`src/rtl/dmem_responder_if.sv`:
```
// CPU-side request/response bundle for dmem_responder.
interface dmem_responder_if;
   logic        req;
   logic        we;
   logic [15:0] addr;
   logic [15:0] wdata;
   logic [15:0] rdata;
   logic        ack;
   logic        busy;
   logic        err;

   modport master (
      output req, we, addr, wdata,
      input  rdata, ack, busy, err
   );

   modport slave (
      input  req, we, addr, wdata,
      output rdata, ack, busy, err
   );
endinterface

```
`src/rtl/dmem_responder.sv`:
```
// Wait-stated 16-bit data memory responder: IDLE -> WAIT (WAIT_CYCLES+1 edges) -> RESP.
// Define DMEM_ALIGN_CHECK_EN to flag and suppress odd-byte-address accesses.
module dmem_responder #(
   parameter int unsigned DEPTH       = 256,
   parameter int unsigned WAIT_CYCLES = 2
) (
   input logic             clk,
   input logic             rst,
   dmem_responder_if.slave bus
);

   localparam int unsigned AW = $clog2(DEPTH);

   typedef enum logic [1:0] {StIdle, StWait, StResp} state_e;

   state_e          state_q, state_d;
   logic [3:0]      cnt_q, cnt_d;
   logic            we_q;
   logic [AW-1:0]   idx_q;
   logic [15:0]     wdata_q;
   logic [15:0]     rdata_q;
   logic            mis_q;
   logic            accept;
   logic            access;
   logic            wr_en;
   logic            rd_en;
   logic            unused_addr;

   logic [15:0] mem [DEPTH];

   assign accept = (state_q == StIdle) && bus.req;
   assign access = (state_q == StWait) && (cnt_q == 4'd0);
   assign wr_en  = access && we_q && !mis_q;
   assign rd_en  = access && !we_q && !mis_q;

   // Only the word-index bits are stored; the rest of addr is deliberately dropped.
   assign unused_addr = ^bus.addr;

   always_comb begin
      state_d = state_q;
      cnt_d   = cnt_q;
      unique case (state_q)
         StIdle: begin
            if (bus.req) begin
               state_d = StWait;
               cnt_d   = 4'(WAIT_CYCLES);
            end
         end
         StWait: begin
            if (cnt_q == 4'd0) begin
               state_d = StResp;
            end else begin
               cnt_d = cnt_q - 4'd1;
            end
         end
         StResp: begin
            state_d = StIdle;
         end
         default: begin
            state_d = StIdle;
         end
      endcase
   end

   always_ff @(posedge clk or posedge rst) begin
      if (rst) begin
         state_q <= StIdle;
         cnt_q   <= 4'd0;
         we_q    <= 1'b0;
         idx_q   <= '0;
         wdata_q <= 16'h0000;
         rdata_q <= 16'h0000;
      end else begin
         state_q <= state_d;
         cnt_q   <= cnt_d;
         if (accept) begin
            we_q    <= bus.we;
            idx_q   <= bus.addr[AW:1];
            wdata_q <= bus.wdata;
         end
         if (rd_en) begin
            rdata_q <= mem[idx_q];
         end
      end
   end

   // No reset on the array: contents survive rst, and an aborted WAIT never reaches wr_en.
   always_ff @(posedge clk) begin
      if (wr_en) begin
         mem[idx_q] <= wdata_q;
      end
   end

`ifdef DMEM_ALIGN_CHECK_EN
   always_ff @(posedge clk or posedge rst) begin
      if (rst) begin
         mis_q <= 1'b0;
      end else if (accept) begin
         mis_q <= bus.addr[0];
      end
   end

   assign bus.err = (state_q == StResp) && mis_q;
`else
   assign mis_q   = 1'b0;
   assign bus.err = 1'b0;
`endif

   assign bus.ack   = (state_q == StResp);
   assign bus.busy  = (state_q != StIdle);
   assign bus.rdata = rdata_q;

endmodule

```
`src/flat_wrapper.sv`:
```
// flat-port wrapper written by rule: the top's interface ports become plain ports
module dmem_responder_flat 
#(
   parameter int unsigned DEPTH       = 256,
   parameter int unsigned WAIT_CYCLES = 2
)
  (clk, rst, bus_req, bus_we, bus_addr, bus_wdata, bus_rdata, bus_ack, bus_busy, bus_err);
  dmem_responder_if bus_i ();
  input logic clk;
  input logic rst;
  input wire logic [$bits(bus_i.req)-1:0] bus_req;
  input wire logic [$bits(bus_i.we)-1:0] bus_we;
  input wire logic [$bits(bus_i.addr)-1:0] bus_addr;
  input wire logic [$bits(bus_i.wdata)-1:0] bus_wdata;
  output wire logic [$bits(bus_i.rdata)-1:0] bus_rdata;
  output wire logic [$bits(bus_i.ack)-1:0] bus_ack;
  output wire logic [$bits(bus_i.busy)-1:0] bus_busy;
  output wire logic [$bits(bus_i.err)-1:0] bus_err;
  assign bus_i.req = bus_req;
  assign bus_i.we = bus_we;
  assign bus_i.addr = bus_addr;
  assign bus_i.wdata = bus_wdata;
  assign bus_rdata = bus_i.rdata;
  assign bus_ack = bus_i.ack;
  assign bus_busy = bus_i.busy;
  assign bus_err = bus_i.err;
  dmem_responder #(.DEPTH(DEPTH), .WAIT_CYCLES(WAIT_CYCLES)) u_core (.clk(clk), .rst(rst), .bus(bus_i));
endmodule
```
`config.mk`:
```
export PLATFORM = sky130hd
export DESIGN_NAME = dmem_responder_flat
export DESIGN_NICKNAME = d
export VERILOG_FILES = /design/src/rtl/dmem_responder_if.sv /design/src/rtl/dmem_responder.sv /design/src/flat_wrapper.sv
export SDC_FILE = /design/constraint.sdc
export NUM_CORES = 2
export LEC_CHECK = 0
export ABC_AREA = 1
export ABC_CLOCK_PERIOD_IN_PS = 7000
export CAP_MARGIN = 20
export CORE_UTILIZATION = 55
export CTS_CLUSTER_DIAMETER = 100
export DETAILED_ROUTE_END_ITERATION = 16
export PLACE_DENSITY_LB_ADDON = 0.2
export SLEW_MARGIN = 30
export SYNTH_ARGS = -nofsm -noshare
export SYNTH_HDL_FRONTEND = slang
export SYNTH_SLANG_ARGS = --single-unit
export TNS_END_PERCENT = 30
```
`constraint.sdc`:
```
create_clock -name clk -period 7 [get_ports clk]
set_input_delay 0.7 -clock clk [delete_from_list [all_inputs] [get_ports clk]]
set_output_delay 0.7 -clock clk [all_outputs]
set_load 0.1 [all_outputs]
```
# Word level (Yosys, flattened, before mapping)
# Memories as Yosys holds them, arrays and structs flattened. A register that Yosys moved wholly into a read port is not among the register bits.
# Index checks and enable logic that the tools add are counted.
# word_totals
ram_bits	4096
n_memories	1
word_cells	31
out_inout_bits	19
register_bits	31
input_bits	36
# op_classes
reduce_logical	11
mux	8
n_eq_ne	5
n_addsub	1
# memory_table
name	words	word_bits	rd	rd_ports_with_merged_regs	wr	line_no	rtl
u_core.mem	256	16	1	1	1	dmem_responder.sv:29	logic [15:0] mem [DEPTH];
# op_table
operator	n
4-bit 2-to-1 mux	2
4-bit one-hot mux with 2 select lines	1
2-bit inequality test, second input constant	3
1-bit logical AND	4
4-bit logical NOT	1
2-bit 2-to-1 mux	2
2-bit one-hot mux with 2 select lines	1
2-bit nonzero test	2
4-bit by 1-bit subtractor with 4-bit output, second input constant	1
3-bit AND reduction	1
2-bit by 1-bit == test with 1-bit output, second input constant	1
2-bit == test, second input constant	1
2-bit logical NOT	1
1-bit 2-to-1 mux	2
2-bit AND reduction	1
1-bit logical NOT	1

# Depth between registers and ports, before layout
# logic_depth
ltp_word	5
ltp_mapped	19
depth_no_buf	15

# Worst setup path after synthesis
# OpenSTA, ideal clock, no wires.
# synth_path
path_kind	register to register
start	reg u_core.wdata_q[0]
end	mem u_core.mem[0][0] (data pin)
stages_incl_launch_ff	1
period_less_slack_ns	3.987
path_slack_ns	3.013
n_path_buf	0
t_required_ns	6.196
arrival_ns	3.183
setup_ns	0.804
path_cell_list	dfrtp_1
# synth_rtl
item	line_no	rtl
start: declaration	dmem_responder.sv:20	logic [15:0] wdata_q;
start signal: assignment	dmem_responder.sv:79	wdata_q <= bus.wdata;
end: declaration	dmem_responder.sv:29	
# Straight into the memory's write port.

# Worst setup path after layout
# layout_path
start	reg u_core.idx_q[0]
end	mem u_core.mem[249][9], enable pin
# layout_rtl
item	line_no	rtl
start: declaration	dmem_responder.sv:19	logic [AW-1:0] idx_q;
start signal: assignment	dmem_responder.sv:78	idx_q <= bus.addr[AW:1];
# Straight into the memory's write port.

==> metrics.md <==
| Metric | Value |
|---|---|
| Pre-CTS setup slack | 2.623 ns |
| Delay-heaviest family, CP | simple AND/OR/NAND/NOR gates |
| Number of routed nets with antenna violations | 0 |
| Sequence of cells on the critical path | inv_8, nor3_2, nand2_2, buf_4, nor2_1, buf_4 |
| Post-DR vias/cell | 5.651 |
| Average cell area after synthesis | 11.30 µm² |
| Post-route design area | 185,800 µm² |
| Actual slew at the worst max-slew pin | 1.189 ns |
| Yosys top cell by area | sky130_fd_sc_hd__edfxtp_1 |
| Critical-path top delay cell | sky130_fd_sc_hd__dfrtp_4 |
| Instance count of the mapped netlist | 14,728 |
| Wirelength, routed | 459,700 µm |
| Number of instances resized during post-cts repair | 0 |
| Final setup violation count | 0 |
| Synth warnings | 0 |
| Most numerous cell in the Yosys netlist | sky130_fd_sc_hd__nand2_1 |
| Initial core utilization | 55.41% |
| Instance area at placement | 172,000 µm² |
| Initial drt markers | 13,554 |
| H-tree depth | 5 |
| Share of the clock period used by the worst path after layout | 63.98% |
| CTS Buffer Depth | 4 |
| Startpoint types | flip-flop |
| Number of CTS-inserted buffers | 414 |
| Max Cap Violations | 0 |
| Crit. End Element | flip-flop |
| DR vias | 108,021 |
| Final count of hold timing violations | 0 |
| EDFF count, synth | 4,096 |
| Peak VDD IR | 530.2 µV |
| Smallest setup slack after layout | 2.521 ns |
| Most numerous cell on the critical path | sky130_fd_sc_hd__buf_4 |
| Final Slew Violations | 0 |
| Distinct cell type count after synthesis | 27 |
| Fraction of final layout cells sized beyond drive strength 1 | 7.166% |
| Sinks on the clock net | 4,143 |
| Core utilization of the finished layout | 61.88% |
| Skew-Pair Late Insertion Delay | 0.99 ns |
| Final weighted congestion in routability-driven placement | 0.8587 |
| Die outline width | 552.0 µm |
| TritonCTS clock tree | yes |
| Clock slew at reported path FFs | 0.06 ns |
| Synth-to-layout area growth | 11.67% |
| Crit path required time | 7.69 ns |
| Data arrival time of the critical path | 5.17 ns |
| Total of flip-flops plus latches after synthesis | 4,143 |
| Maximum number of pins on one net before global-route repair | 201 |
| R2R Path End | u_core.mem[249][9] |
| Share of synthesized area spent on multiplexers | 0% |
| Remaining routing DRC violations | 0 |
| Detailed Place HPWL | 243,800 µm |
| Largest stage delay on the critical path | 0.88 ns |
| Unrepaired setup endpoints after global routing | no |
| Adder-Cell Fraction of Synth Area | 0.01504% |
| Run status | completed |
| Initial antenna violation count | 11 |
| Net count reported at finish | 14,842 |
| Core area | 300,300 µm² |
| Combined buffer and inverter count along the critical path | 3 |
| Type of the most critical hold path | input pin to asynchronous set/reset pin |
| Post-route worst hold slack | 0.2426 ns |
| Final Total Pwr | 79.10 mW |
| Final min period | 4.479 ns |
| Final global-route overflow total | 0 |
| Height of the die | 552.0 µm |
| Number of placed instances, taps included | 18,343 |
| RR Startpoint | u_core.idx_q[0] |
| Post-Synthesis Cell Area | 166,400 µm² |
| First-pass GRT wire length | 664,500 µm |
| Critical path class | flip-flop to flip-flop |
| Filler Cells Inserted | 23,033 |
| Cell depth of the worst flop-to-flop path | 6 |
| Top cell types by occurrence after synthesis | sky130_fd_sc_hd__nand2_1 (7,858), sky130_fd_sc_hd__edfxtp_1 (4,096), sky130_fd_sc_hd__nor2_1 (874) |
| Compound-cell area share of the yosys netlist | 1.580% |
| Maximum clock frequency | 0.2233 GHz |
| Sequential fraction of the synthesis area | 74.63% |
| Setup repair bufs after CTS | 0 |
| Root Buffer | sky130_fd_sc_hd__clkbuf_16 |
| Primary FF master, synth | sky130_fd_sc_hd__edfxtp_1 |
| Setup Skew | 0.06192 ns |
| Die outline area | 304,700 µm² |
| Average detailed-routed wire length per instance | 24.05 µm |
| Post-cts hold buffer count | 0 |
| Top-level port count | 55 |
| Dominant combinational cell family by area after synthesis | simple AND/OR/NAND/NOR gates |
| Synthesized netlist net count | 14,766 |
| Num rows | 201 |
| Worst slew margin | 20.72% |
| Post-synth ARST share | 1.134% |
| Synth top area cells | sky130_fd_sc_hd__edfxtp_1 (74%), sky130_fd_sc_hd__nand2_1 (18%), sky130_fd_sc_hd__nor2_1 (2.0%) |
| Power per cell area | 425.7 nW/µm² |
| Buffers on Ports | 45 |
| Non-filler instance count after layout | 19,117 |
| All-layer global routing usage | 29.62% |
| Static leakage | 70.48 nW |
| Number of global-route vias before repair | 99,732 |
| Critical path peak fanout | 75 |
| First-pass iteration count of the detailed router | 6 |
| Top-area cell type share of the netlist area | 73.92% |
| Final-layout setup total negative slack | 0 ns |
| Post-Synth XOR/XNOR Area | 0% |
| R2r setup slk | 2.52 ns |
| Simple-gate share of the synthesized area | 21.49% |
cells by family (layout without fill, tap and decap cells):
group                      after synthesis  after routing
DFF                                   4143           4143
other                                    1              6
AOI/OAI and AO/OA                      514            514
and+or+nand+nor                       9257           9257
buffers and inverters                  811           1237
adders and majority gates                2              2
worst max path at each step:
stage / startpoint / to / slack (ns) / cells past startpoint
6_report: u_core.idx_q[0] / u_core.mem[249][9] / 2.52 / 6
5_1_grt: u_core.idx_q[0] / u_core.bus.rdata[3] / 2.47 / 17
4_1_cts: u_core.idx_q[0] / u_core.mem[249][14] / 2.61 / 6
3_5_place_dp: u_core.idx_q[0] / u_core.mem[249][14] / 2.62 / 6
3_3_place_gp: u_core.cnt_q[0] / u_core.mem[120][14] / 2.54 / 10
2_1_floorplan: u_core.wdata_q[0] / u_core.mem[0][0] / 3.01 / 0
power by group:
part           internal (mW)  total, mW  switching, mW
sequential              30.8       31.8          0.987
clock                   12.7       22.2           9.50
combinational           5.37       25.0           19.7
total                   49.0       79.1           30.1
placed cells by master, fill, tap and decap left out, types with 16 or more instances in the layout:
master	count
sky130_fd_sc_hd__a21oi_1	226
sky130_fd_sc_hd__a22oi_1	22
sky130_fd_sc_hd__buf_12	51
sky130_fd_sc_hd__buf_4	311
sky130_fd_sc_hd__bufinv_16	47
sky130_fd_sc_hd__clkbuf_1	81
sky130_fd_sc_hd__clkbuf_16	419
sky130_fd_sc_hd__clkdlybuf4s50_1	45
sky130_fd_sc_hd__clkinv_1	109
sky130_fd_sc_hd__clkinv_2	87
sky130_fd_sc_hd__dfrtp_1	29
sky130_fd_sc_hd__dfrtp_4	18
sky130_fd_sc_hd__edfxtp_1	4096
sky130_fd_sc_hd__inv_1	38
sky130_fd_sc_hd__nand2_1	7838
sky130_fd_sc_hd__nand2_2	21
sky130_fd_sc_hd__nand3_1	248
sky130_fd_sc_hd__nand4_1	248
sky130_fd_sc_hd__nor2_1	816
sky130_fd_sc_hd__nor2_2	28
sky130_fd_sc_hd__nor2_4	36
sky130_fd_sc_hd__o21ai_0	126
sky130_fd_sc_hd__o21ai_1	139
sky130_fd_sc_hd__or2_2	16
sequential cells by signal, indices dropped and copies added, names as in the netlist:
register,count
u_core.cnt_q,4
u_core.wdata_q,16
u_core.idx_q,8
u_core.bus.rdata,16
u_core.we_q,1
u_core.state_q,2
u_core.mem,4096
cell type report:
class | instances | area (µm²) | share of cell area, %
inverter | 55 | 236.5 | 0.1273
sequential | 4143 | 124200 | 66.87
multi-input combinational | 9774 | 38790 | 20.88
tap | 3958 | 4952 | 2.665
clock buffer | 500 | 10790 | 5.807
antenna | 5 | 12.51 | 0.006734
timing repair buffer | 416 | 3973 | 2.138
clock inverter | 266 | 2813 | 1.514
routing by layer:
layer  vias up  share of wire (%)  global-route usage (%)
met5         -              0.014                       0
met4        10                4.3                   11.87
met3       863                 10                   4.657
met2      5365                 46                   46.16
met1     52295                 40                   42.09
li1      49488                  -                       -
worst register-to-register path, stage by stage (launching register included):
cell                      delay (ns)
sky130_fd_sc_hd__dfrtp_4        0.88
sky130_fd_sc_hd__inv_8          0.42
sky130_fd_sc_hd__nor3_2         0.65
sky130_fd_sc_hd__nand2_2        0.62
sky130_fd_sc_hd__buf_4          0.53
sky130_fd_sc_hd__nor2_1         0.74
sky130_fd_sc_hd__buf_4          0.34
Power figures use the tool's default switching activity.
